## src/rtl/mp_cache_tag_ctrl.sv

```systemverilog
// Tag-array controller: sweeps the tag SRAM to zero after reset or on a
// flush request, then arbitrates single-cycle lookup reads and fill writes
// onto the one SRAM port (round-robin when both requesters contend).
module mp_cache_tag_ctrl #(
  parameter int TAG_WIDTH = 24,
  parameter int SET_WIDTH = 4
) (
  input  logic                 clk,
  input  logic                 rst,
  input  logic                 rd_req,
  input  logic [SET_WIDTH-1:0] rd_set,
  output logic                 rd_ready,
  output logic                 rd_rvalid,
  output logic [TAG_WIDTH-1:0] rd_rdata,
  input  logic                 wr_req,
  input  logic [SET_WIDTH-1:0] wr_set,
  input  logic [TAG_WIDTH-1:0] wr_data,
  output logic                 wr_ready,
  input  logic                 flush_req,
  output logic                 busy,
  output logic                 sram_csb,
  output logic                 sram_web,
  output logic [SET_WIDTH-1:0] sram_addr,
  output logic [TAG_WIDTH-1:0] sram_din,
  input  logic [TAG_WIDTH-1:0] sram_dout
);

  localparam logic [1:0] ST_INIT  = 2'd0;
  localparam logic [1:0] ST_IDLE  = 2'd1;
  localparam logic [1:0] ST_FLUSH = 2'd2;

  localparam logic [SET_WIDTH-1:0] CNT_LAST = {SET_WIDTH{1'b1}};

  logic [1:0]           state;
  logic [SET_WIDTH-1:0] cnt;
  logic                 rr_rd;    // 1: read wins next contention, 0: write wins
  logic                 rvld_q;   // read grant delayed to line up with sram_dout
  logic                 sweep;
  logic                 arb_en;
  logic                 rd_gnt;
  logic                 wr_gnt;

  assign sweep  = (state == ST_INIT) || (state == ST_FLUSH);
  // A flush request in IDLE pre-empts both requesters for that cycle.
  assign arb_en = (state == ST_IDLE) && !flush_req;

  // Grant selection: single requester wins outright, contention follows rr_rd.
  always_comb begin
    rd_gnt = 1'b0;
    wr_gnt = 1'b0;
    if (arb_en) begin
      if (rd_req && wr_req) begin
        rd_gnt = rr_rd;
        wr_gnt = !rr_rd;
      end else begin
        rd_gnt = rd_req;
        wr_gnt = wr_req;
      end
    end
  end

  assign rd_ready  = rd_gnt;
  assign wr_ready  = wr_gnt;
  assign busy      = sweep;
  assign rd_rvalid = rvld_q;
  assign rd_rdata  = rvld_q ? sram_dout : '0;

  // SRAM port mux; rst gates chip select so nothing is written while held in reset.
  always_comb begin
    sram_csb  = 1'b1;
    sram_web  = 1'b1;
    sram_addr = '0;
    sram_din  = '0;
    if (!rst) begin
      if (sweep) begin
        sram_csb  = 1'b0;
        sram_web  = 1'b0;
        sram_addr = cnt;
      end else if (wr_gnt) begin
        sram_csb  = 1'b0;
        sram_web  = 1'b0;
        sram_addr = wr_set;
        sram_din  = wr_data;
      end else if (rd_gnt) begin
        sram_csb  = 1'b0;
        sram_addr = rd_set;
      end
    end
  end

  // State and sweep counter; the counter wraps to 0 as the sweep ends.
  always_ff @(posedge clk or posedge rst) begin
    if (rst) begin
      state <= ST_INIT;
      cnt   <= '0;
    end else begin
      case (state)
        ST_INIT, ST_FLUSH: begin
          cnt <= cnt + 1'b1;
          if (cnt == CNT_LAST) state <= ST_IDLE;
        end
        ST_IDLE: begin
          if (flush_req) state <= ST_FLUSH;
        end
        default: begin
          state <= ST_INIT;
          cnt   <= '0;
        end
      endcase
    end
  end

  // Round-robin pointer flips only when both requesters were arbitrated.
  always_ff @(posedge clk or posedge rst) begin
    if (rst)                          rr_rd <= 1'b0;
    else if (arb_en && rd_req && wr_req) rr_rd <= ~rr_rd;
  end

  // Read data valid one cycle after the read is presented to the SRAM.
  always_ff @(posedge clk or posedge rst) begin
    if (rst) rvld_q <= 1'b0;
    else     rvld_q <= rd_gnt;
  end

endmodule

```

## config.mk

```make
export PLATFORM = sky130hd
export DESIGN_NAME = mp_cache_tag_ctrl
export DESIGN_NICKNAME = d
export VERILOG_FILES = /design/src/rtl/mp_cache_tag_ctrl.sv
export SDC_FILE = /design/constraint.sdc
export NUM_CORES = 1
export LEC_CHECK = 0
export ABC_AREA = 1
export ABC_CLOCK_PERIOD_IN_PS = 2750
export BUFFER_PORTS_ARGS = -buffer_cell sky130_fd_sc_hd__buf_2
export CORE_ASPECT_RATIO = 1.5
export CORE_UTILIZATION = 35
export CTS_BUF_LIST = sky130_fd_sc_hd__clkbuf_4 sky130_fd_sc_hd__clkbuf_8
export DETAILED_ROUTE_END_ITERATION = 8
export HOLD_SLACK_MARGIN = 0.15
export PLACE_DENSITY = 0.87
export SLEW_MARGIN = 20
export SYNTH_ARGS = -nofsm -noshare
export SYNTH_HDL_FRONTEND = slang
export SYNTH_SLANG_ARGS = --single-unit
export TNS_END_PERCENT = 20
```

## constraint.sdc

```tcl
create_clock -name clk -period 2.75 [get_ports clk]
set_input_delay 0.55 -clock clk [delete_from_list [all_inputs] [get_ports clk]]
set_output_delay 0.55 -clock clk [all_outputs]
set_load 0.005 [all_outputs]
```

======== Yosys cells after proc, flatten, opt, wreduce, memory -nomap -nowiden ========
Index checks and enable logic that the tools add are counted.
storage, ports and cells
  bits in registers ....................... 8
  bits of input ports ..................... 61
operators by class
  bitwise logic cells ..................... 1
  mux-type cells .......................... 23
  add/subtract/negate cells ............... 1
  equality and inequality tests ........... 5
  reduce and logical (&&, ||, !) cells .... 10
operator list
  operator                                       number
  2-to-1 mux 24 bit                              4
  2-to-1 mux 4 bit                               4
  2-to-1 mux 1 bit                               11
  case mux 4 bit (2 select lines)                1
  adder 4 x 1 -> 4 bit, second input constant    1
  == test 4 bit, second input constant           1
  logical AND 1 bit                              4
  2-to-1 mux 2 bit                               2
  inequality test 2 bit, second input constant   2
  case mux 2 bit (2 select lines)                1
  == test 2 x 1 -> 1 bit, second input constant  1
  == test 2 bit, second input constant           1
  logical NOT 1 bit                              2
  logical NOT 2 bit                              1
  AND reduction 2 bit                            1
  OR reduction 2 bit                             1
  logical OR 1 bit                               1
  NOT 1 bit                                      1

======== Logic depth before layout (Yosys ltp) ========
Gate-level depths: netlist of run 1.
  depth after elaboration ................. 7
  depth in mapped cells ................... 8

======== Worst setup path before layout of run 1 ========
OpenSTA, ideal clock, no wires.
  kind .................................... input to output
  start point ............................. in wr_req
  end point ............................... out sram_din[10]
  stages on the path ...................... 5
  data arrival time ....................... 1.153 ns
  path buffers ............................ 1
  setup slack ............................. 1.047 ns
  path through ............................ inv_1 > a21oi_2 > nand2_2 > buf_6 > nor2_1
on the way
  cells in the longest elaborated chain, start to end .. 6
RTL lines
  element                RTL line  text
  start, declared        15        input logic wr_req,
  logical AND 1 bit      52        if (rd_req && wr_req) begin
  2-to-1 mux 1 bit (*)   52
  2-to-1 mux 1 bit (*)   51        if (arb_en) begin
  2-to-1 mux 24 bit (*)  79        end else if (wr_gnt) begin
  2-to-1 mux 24 bit (*)  75        if (sweep) begin
  2-to-1 mux 24 bit (*)  74        if (!rst) begin
  end, declared          24        output logic [TAG_WIDTH-1:0] sram_din,
Every way passes the cells marked *; elsewhere a longest branch is shown, timed or not.

======== Worst setup path after layout of run 1 ========
  start point ............................. in rd_req
  end point ............................... out sram_csb
on the way
  cells in the longest elaborated chain, start to end .. 7
  elaborated cells on any way between the ends .. 9
  those cells by class .................... mux: 8; reduce/logical: 1
RTL lines
  element               RTL line  text
  start, declared       10        input logic rd_req,
  logical AND 1 bit     52
  2-to-1 mux 1 bit      52
  2-to-1 mux 1 bit      51
  2-to-1 mux 1 bit      84        end else if (rd_gnt) begin
  2-to-1 mux 1 bit (*)  79
  2-to-1 mux 1 bit (*)  75
  2-to-1 mux 1 bit (*)  74
  end, declared         21        output logic sram_csb,
Marks and branches as above.

==> results of run 1 <==
==> placed cells by master (no fill, tap or decap), drive strengths merged <==
cell	netlist	final
buf	5	119
nand2	68	68
inv	35	35
nor2	28	28
nand3	15	15
dfrtp	8	8
o21ai	5	5
clkbuf	2	3
a21oi	2	2
xor2	1	1
nand4	1	1
a21boi	1	1
and2	1	1
o211ai	1	1
a22o	1	1
ha	1	1
==> critical path, delay by kind of cell <==
kind                   cells  cell delay (ns)
buffers and inverters      2             0.26
AND/OR/NAND/NOR            2             0.50
AO/OA/AOI/OAI              2             0.35
==> per-stage QoR <==
| step | cell area [sq um] | power, mW |
|---|---|---|
| 4_1_cts | 1530 | 0.714 |
| 2_1_floorplan | 932 | 0.487 |
| 6_report | 1530 | 0.709 |
| 3_5_place_dp | 1500 | 0.622 |
| 3_3_place_gp | 1500 | 0.614 |
| 5_1_grt | 1530 | 0.781 |
==> sequential cells by signal (all words and copies together) (netlist names) <==
register,cells
rd_rvalid,1
state,2
cnt,4
rr_rd,1
==> final cells by class <==
cell class,count,area share
Tap cell,24,0.0197
Inverter,35,0.0861
Clock buffer,3,0.0148
Multi-Input combinational cell,125,0.357
Timing Repair Buffer,119,0.392
Sequential cell,8,0.131
==> where the power goes <==
part | internal [mW] | switching, mW | total, mW | leakage (nW)
clock network | 0.0498 | 0.0378 | 0.0876 | 0.0138
logic | 0.172 | 0.210 | 0.383 | 1.01
registers | 0.171 | 0.0672 | 0.238 | 0.0978
==> worst paths after layout <==
kind | to | startpoint
worst max-delay path | sram_csb | rd_req
worst min-delay path | state[0] | rst
worst max register to register | state[1] | state[0]
min in group clk | state[1] | state[1]
max in group asynchronous | cnt[1] | rst
worst min register to register | state[1] | state[1]
==> synth_stat cells, types with 2 or more instances <==
cell	number
o21ai_0	4
buf_6	3
clkbuf_1	2
nand2_1	67
buf_4	2
inv_1	34
nor2_1	26
nand3_1	15
dfrtp_1	8
==> metal layers <==
metal | routed length, um | global-route usage
met1 | 1260 | 0.268
met2 | 1470 | 0.331
met3 | 438 | 0.0852
met4 | 4 | 0.0114
met5 | 0 | 0
==> cells by family (layout without fill, tap and decap cells) <==
logic type	count (synthesis)	in the layout	share of synthesized area
and+or+nand+nor	113	113	0.494
buffers and inverters	42	157	0.201
AOI/OAI and AO/OA	10	10	0.0671
DFF	8	8	0.215
adders and majority gates	1	1	0.0134
xor gates and xnor gates	1	1	0.00940
==> out/results.ini, run 1 <==
[global_routing]
first_global_vias = 1065
grt_pass1_wl_um = 4600
grt.total_usage = 0.206
grt_max_degree = 27
antenna_found_initial = 0
grt_overflow_total = 0

[yosys]
netlist_area_sq_um = 932
ys.flop_type = dfrtp_1
async_flop_share = 1.00
synth_top_area_frac = 0.270
synth_edf_count = 0
synth_fp_nets = 237
yosysWarningCount = 0
avgSynthCellArea_sq_um = 5.33
netlist-cell-type-count = 23
yosysSeqAreaShare = 0.215
synthTopCellsByArea = nand2_1 27%, dfrtp_1 21%, inv_1 14%, nor2_1 10%, nand3_1 8.1%
synth_seq_cells = 8
synth_top_cell_by_area = nand2_1
syn_inst = 175

[clock_tree]
cts_setup_buffers = 0
clockBufferDepth = 2
cts_sinks = 8
cts_buffers = 3
tritoncts = done
h-tree-depth = 1
cts_root_buf = clkbuf_4
cts_resized = 0
cts_hold_buf = 0
path_clk_slew_ns = 0.05
clk-insertion-delay-late_ns = 0.25

[floorplanning]
coreArea_sq_um = 2480
die_h_um = 65.2
initial_utilization = 0.376
die_area_sq_um = 2880
die_w_um = 44.1
io_pins = 119
rows = 22

[final_layout]
seq_area_sq_um = 200
area_growth_pct = 63.8
n_antenna_cell = 0
final_cells = 314
final_core_util = 0.616
multiInputGateArea_sq_um = 544
drive_gt1_frac = 0.438
nFillCells = 256
final_nets = 354

[placement]
place_inst = 311
preCtsSetupSlack_ns = 0.538
finalWeightedCongestion = 0.861
dp_hpwl_um = 2630
port_buffers = 118

[sta]
worst_pin_slew_ns = 0.658
finalCriticalPeriod_ns = 2.22
worst_slack_ns = 0.533
fin_crit_sh = 0.806
relSlewSlack = 0.561
rsz0062_at_grt = false
whs_ns = 0.332
skew_ns = 0.00272
fmax_mhz = 451
hold_viol_final = 0
setup_viol = 0
drv_slew = 0
setup_tns_ns = 0

[drt]
via_per_inst = 4.48
drc_errors = 11
drtIter0Drc = 28
routed_wl_um = 3170
ant_nets = 0
post_drt_wl_per_cell_um = 10.1
dr.pass1.iters = 9
vias = 1406

[critical_path]
cp-start-kind = primary input
r2r_setup_slack_ns = 1.48
cpPeakStageDelay_ns = 0.32
slowest_stage = nand2_2
critPathKind = in -> out
crit_required_ns = 2.20
endpoint_kind = output port
crit_top_cell = buf_2
worst-path-max-fanout = 26
r2r_cells = 6
crit_chain = buf_2, a21oi_2, nand2_2, nand2_1, o21ai_1, buf_2
arrival_ns = 1.67

[power_and_ir_drop]
ir_drop_uv = 471
p_per_area_nw_per_um2 = 464
leakagePower_nw = 1.12

[run_status]
outcome = finished with violations
violations = design-rule violations

[hold_path]
hp-class = in -> async

[job]
drv_cap = 0

No activity file was read; power rests on OpenSTA's default activity.
==> inputs of run 2 (changes only) <==
--- a/config.mk
+++ b/config.mk
@@ -6,14 +6,14 @@
 export NUM_CORES = 1
 export LEC_CHECK = 0
 export ABC_AREA = 1
-export ABC_CLOCK_PERIOD_IN_PS = 2750
+export ABC_CLOCK_PERIOD_IN_PS = 1780
 export BUFFER_PORTS_ARGS = -buffer_cell sky130_fd_sc_hd__buf_2
 export CORE_ASPECT_RATIO = 1.5
-export CORE_UTILIZATION = 35
+export CORE_UTILIZATION = 30
 export CTS_BUF_LIST = sky130_fd_sc_hd__clkbuf_4 sky130_fd_sc_hd__clkbuf_8
 export DETAILED_ROUTE_END_ITERATION = 8
 export HOLD_SLACK_MARGIN = 0.15
-export PLACE_DENSITY = 0.87
+export PLACE_DENSITY = 0.79
 export SLEW_MARGIN = 20
 export SYNTH_ARGS = -nofsm -noshare
 export SYNTH_HDL_FRONTEND = slang
==> constraint.sdc (replaced) <==
create_clock -name clk -period 1.78 [get_ports clk]
set_input_delay 0.356 -clock clk [delete_from_list [all_inputs] [get_ports clk]]
set_output_delay 0.356 -clock clk [all_outputs]
set_load 0.005 [all_outputs]
==> out/results.ini, run 2 (synthesis results as in run 1) <==
[placement]
port_buffers = 118  ; unchanged
dpl_cell_area_sq_um = 1570  ; +4.1%
finalWeightedCongestion = 0.922  ; +7.1%
dp_hpwl_um = 2810  ; +7.0%

[critical_path]
crit_chain = inv_1, nand2_2, nor2_4, buf_6, nand3_2, nand2_1, nand2_1, nand2_1, buf_2
slowest_stage = dfrtp_1
critPathTopFamily = simple AND/OR/NAND/NOR gates
crit_buf_inv = 3  ; +1
crit_top_cell = nand2_1
critPathKind = reg -> out
crit_required_ns = 1.42  ; -0.78 ns
r2r-end = state[1]
timing.rr.start = state[0]
cp-start-kind = flop
worst-path-max-fanout = 5  ; -81%
arrival_ns = 1.46  ; -0.21 ns
cp-startpoint = state[1]
endpoint_kind = output port
r2r_setup_slack_ns = 0.52  ; -0.96 ns
cpPeakStageDelay_ns = 0.41  ; +0.09 ns
r2r_cells = 6  ; unchanged

[clock_tree]
h-tree-depth = 1  ; unchanged
tritoncts = done
cts_sinks = 8  ; unchanged
clockBufferDepth = 2  ; unchanged
cts_buffers = 3  ; unchanged
clk-insertion-delay-late_ns = 0.24  ; about the same
path_clk_slew_ns = 0.05  ; about the same
cts_root_buf = clkbuf_8

[sta]
setup_viol = 7  ; +7
relSlewSlack = 0.777  ; +0.216
worst_pin_slew_ns = 0.334  ; -0.324 ns
fin_crit_sh = 1.02
finalCriticalPeriod_ns = 1.82
drv_slew = 0  ; unchanged
fmax_mhz = 551
worst_slack_ns = -0.0350  ; -0.568 ns
rsz0062_at_grt = true
setup_tns_ns = -0.144  ; -0.144 ns
hold_viol_final = 0  ; unchanged
skew_ns = 0.00590  ; +0.00317 ns

[floorplanning]
coreArea_sq_um = 2940  ; +19%
die_h_um = 70.3  ; +7.8%
rows = 24  ; +9.1%
die_w_um = 47.5  ; +7.6%
initial_utilization = 0.317  ; -0.0595
die_area_sq_um = 3340  ; +16%
io_pins = 119  ; unchanged

[final_layout]
mostFrequentLayoutCell = buf_2
largest_reg_flops = 4  ; unchanged
area_growth_pct = 84.6
final_core_util = 0.585  ; -0.0316
n_antenna_cell = 0  ; unchanged
top_register = cnt
final_cell_mix = 118 x buf_2, 66 x nand2_1, 34 x inv_1, 26 x nor2_1, 8 x nand3_1
reg_top3 = cnt: 4 flops, state: 2 flops
drive_gt1_frac = 0.485  ; +0.0470
nFillCells = 313  ; +22%
final_area_sq_um = 1720  ; +13%
final_nets = 363  ; +2.5%

[drt]
drc_errors = 0  ; -11
post_drt_wl_per_cell_um = 10.7  ; +5.8%
via_per_inst = 4.35  ; -2.9%
ant_nets = 0  ; unchanged
drtIter0Drc = 40  ; +43%
vias = 1470  ; +4.6%
routed_wl_um = 3620  ; +14%
dr.pass1.iters = 4  ; -5

[global_routing]
use_met3 = 0.0439  ; -0.0412
first_global_vias = 1226  ; +15%
use_met1 = 0.223  ; -0.0450
grt_pass1_wl_um = 5140  ; +12%
grt.total_usage = 0.213  ; +0.00725
top_usage_layer = met2
grt_overflow_total = 0  ; unchanged
grt_use_met2 = 0.384  ; +0.0527
grt_max_degree = 26  ; -3.7%
antenna_found_initial = 0  ; unchanged

[hold_path]
hp-class = in -> async

[power_and_ir_drop]
leakagePower_nw = 1.19  ; +6.4%
p_per_area_nw_per_um2 = 781  ; +68%
ir_drop_uv = 498  ; +5.6%

[run_status]
violations = negative setup slack
outcome = finished with violations

[job]
drv_cap = 0  ; unchanged

[run 2: changes by cell type in the layout (fill, tap and decap cells not counted), moves of 3 or more]
cell / change
buf_4: +4
nand3_1: -7
nand3_2: +6
buf_6: +3
clkbuf_8: +3
clkbuf_4: -3
[run 2: worst max path at each step]
| stage | end | cells past startpoint |
|---|---|---|
| floorplan | sram_csb | 5 |
| global placement | sram_csb | 5 |
| detailed placement | sram_din[12] | 6 |
| CTS | sram_addr[3] | 9 |
| global route | sram_addr[2] | 9 |
| finish | sram_addr[2] | 9 |
[run 2: layout make-up]
cell class / count / area (sq um) / area share
Tap cell: 39 / 48.8 / 0.0284
Sequential cell: 8 / 201 / 0.117
Timing Repair Buffer: 128 / 692 / 0.402
Clock buffer: 3 / 41.3 / 0.0240
Multi-Input combinational cell: 125 / 606 / 0.352
Inverter: 35 / 131 / 0.0764
[run 2: layer usage]
layer,vias to the layer above,part of all wire
li1,763,-
met1,623,0.39
met2,81,0.51
met3,3,0.089
met4,0,0.011
met5,-,0
[run 2: stage by stage]
| stage | worst slack, ns | hold slack (ns) | std cells | total power, mW |
|---|---|---|---|---|
| final | -0.0350 | 0.319 | 338 | 1.34 |
| after global routing | -0.100 | 0.374 | 338 | 1.44 |
| after CTS | -0.0219 | 0.307 | 337 | 1.30 |
| after detailed placement | 0.146 | 0.353 | 330 | 0.999 |
| after global placement | 0.160 | 0.353 | 330 | 0.983 |
| after floorplan | 0.424 | 0.220 | 175 | 0.752 |
[run 2: worst register-to-register path, delay by kind of cell (launching register included)]
kind,cells,cell delay (ns)
AOI/OAI and AO/OA,2,0.22
DFF,1,0.40
and+or+nand+nor,3,0.44
buffers and inverters,1,0.12
[run 2: report_power, final]
group / switching, mW / internal, mW
Clock: 0.0834 / 0.148
Sequential: 0.0976 / 0.267
Combinational: 0.402 / 0.345
[run 2: repair_timing]
item | in CTS | in global routing
cloned | 1 | 0
setup endpoints to repair | 29 | 30
pin swaps | 2 | 4
resized for setup | 8 | 8
hold buffers | 1 | 0
setup buffers | 2 | 1
hold endpoints to repair | 3 | 0
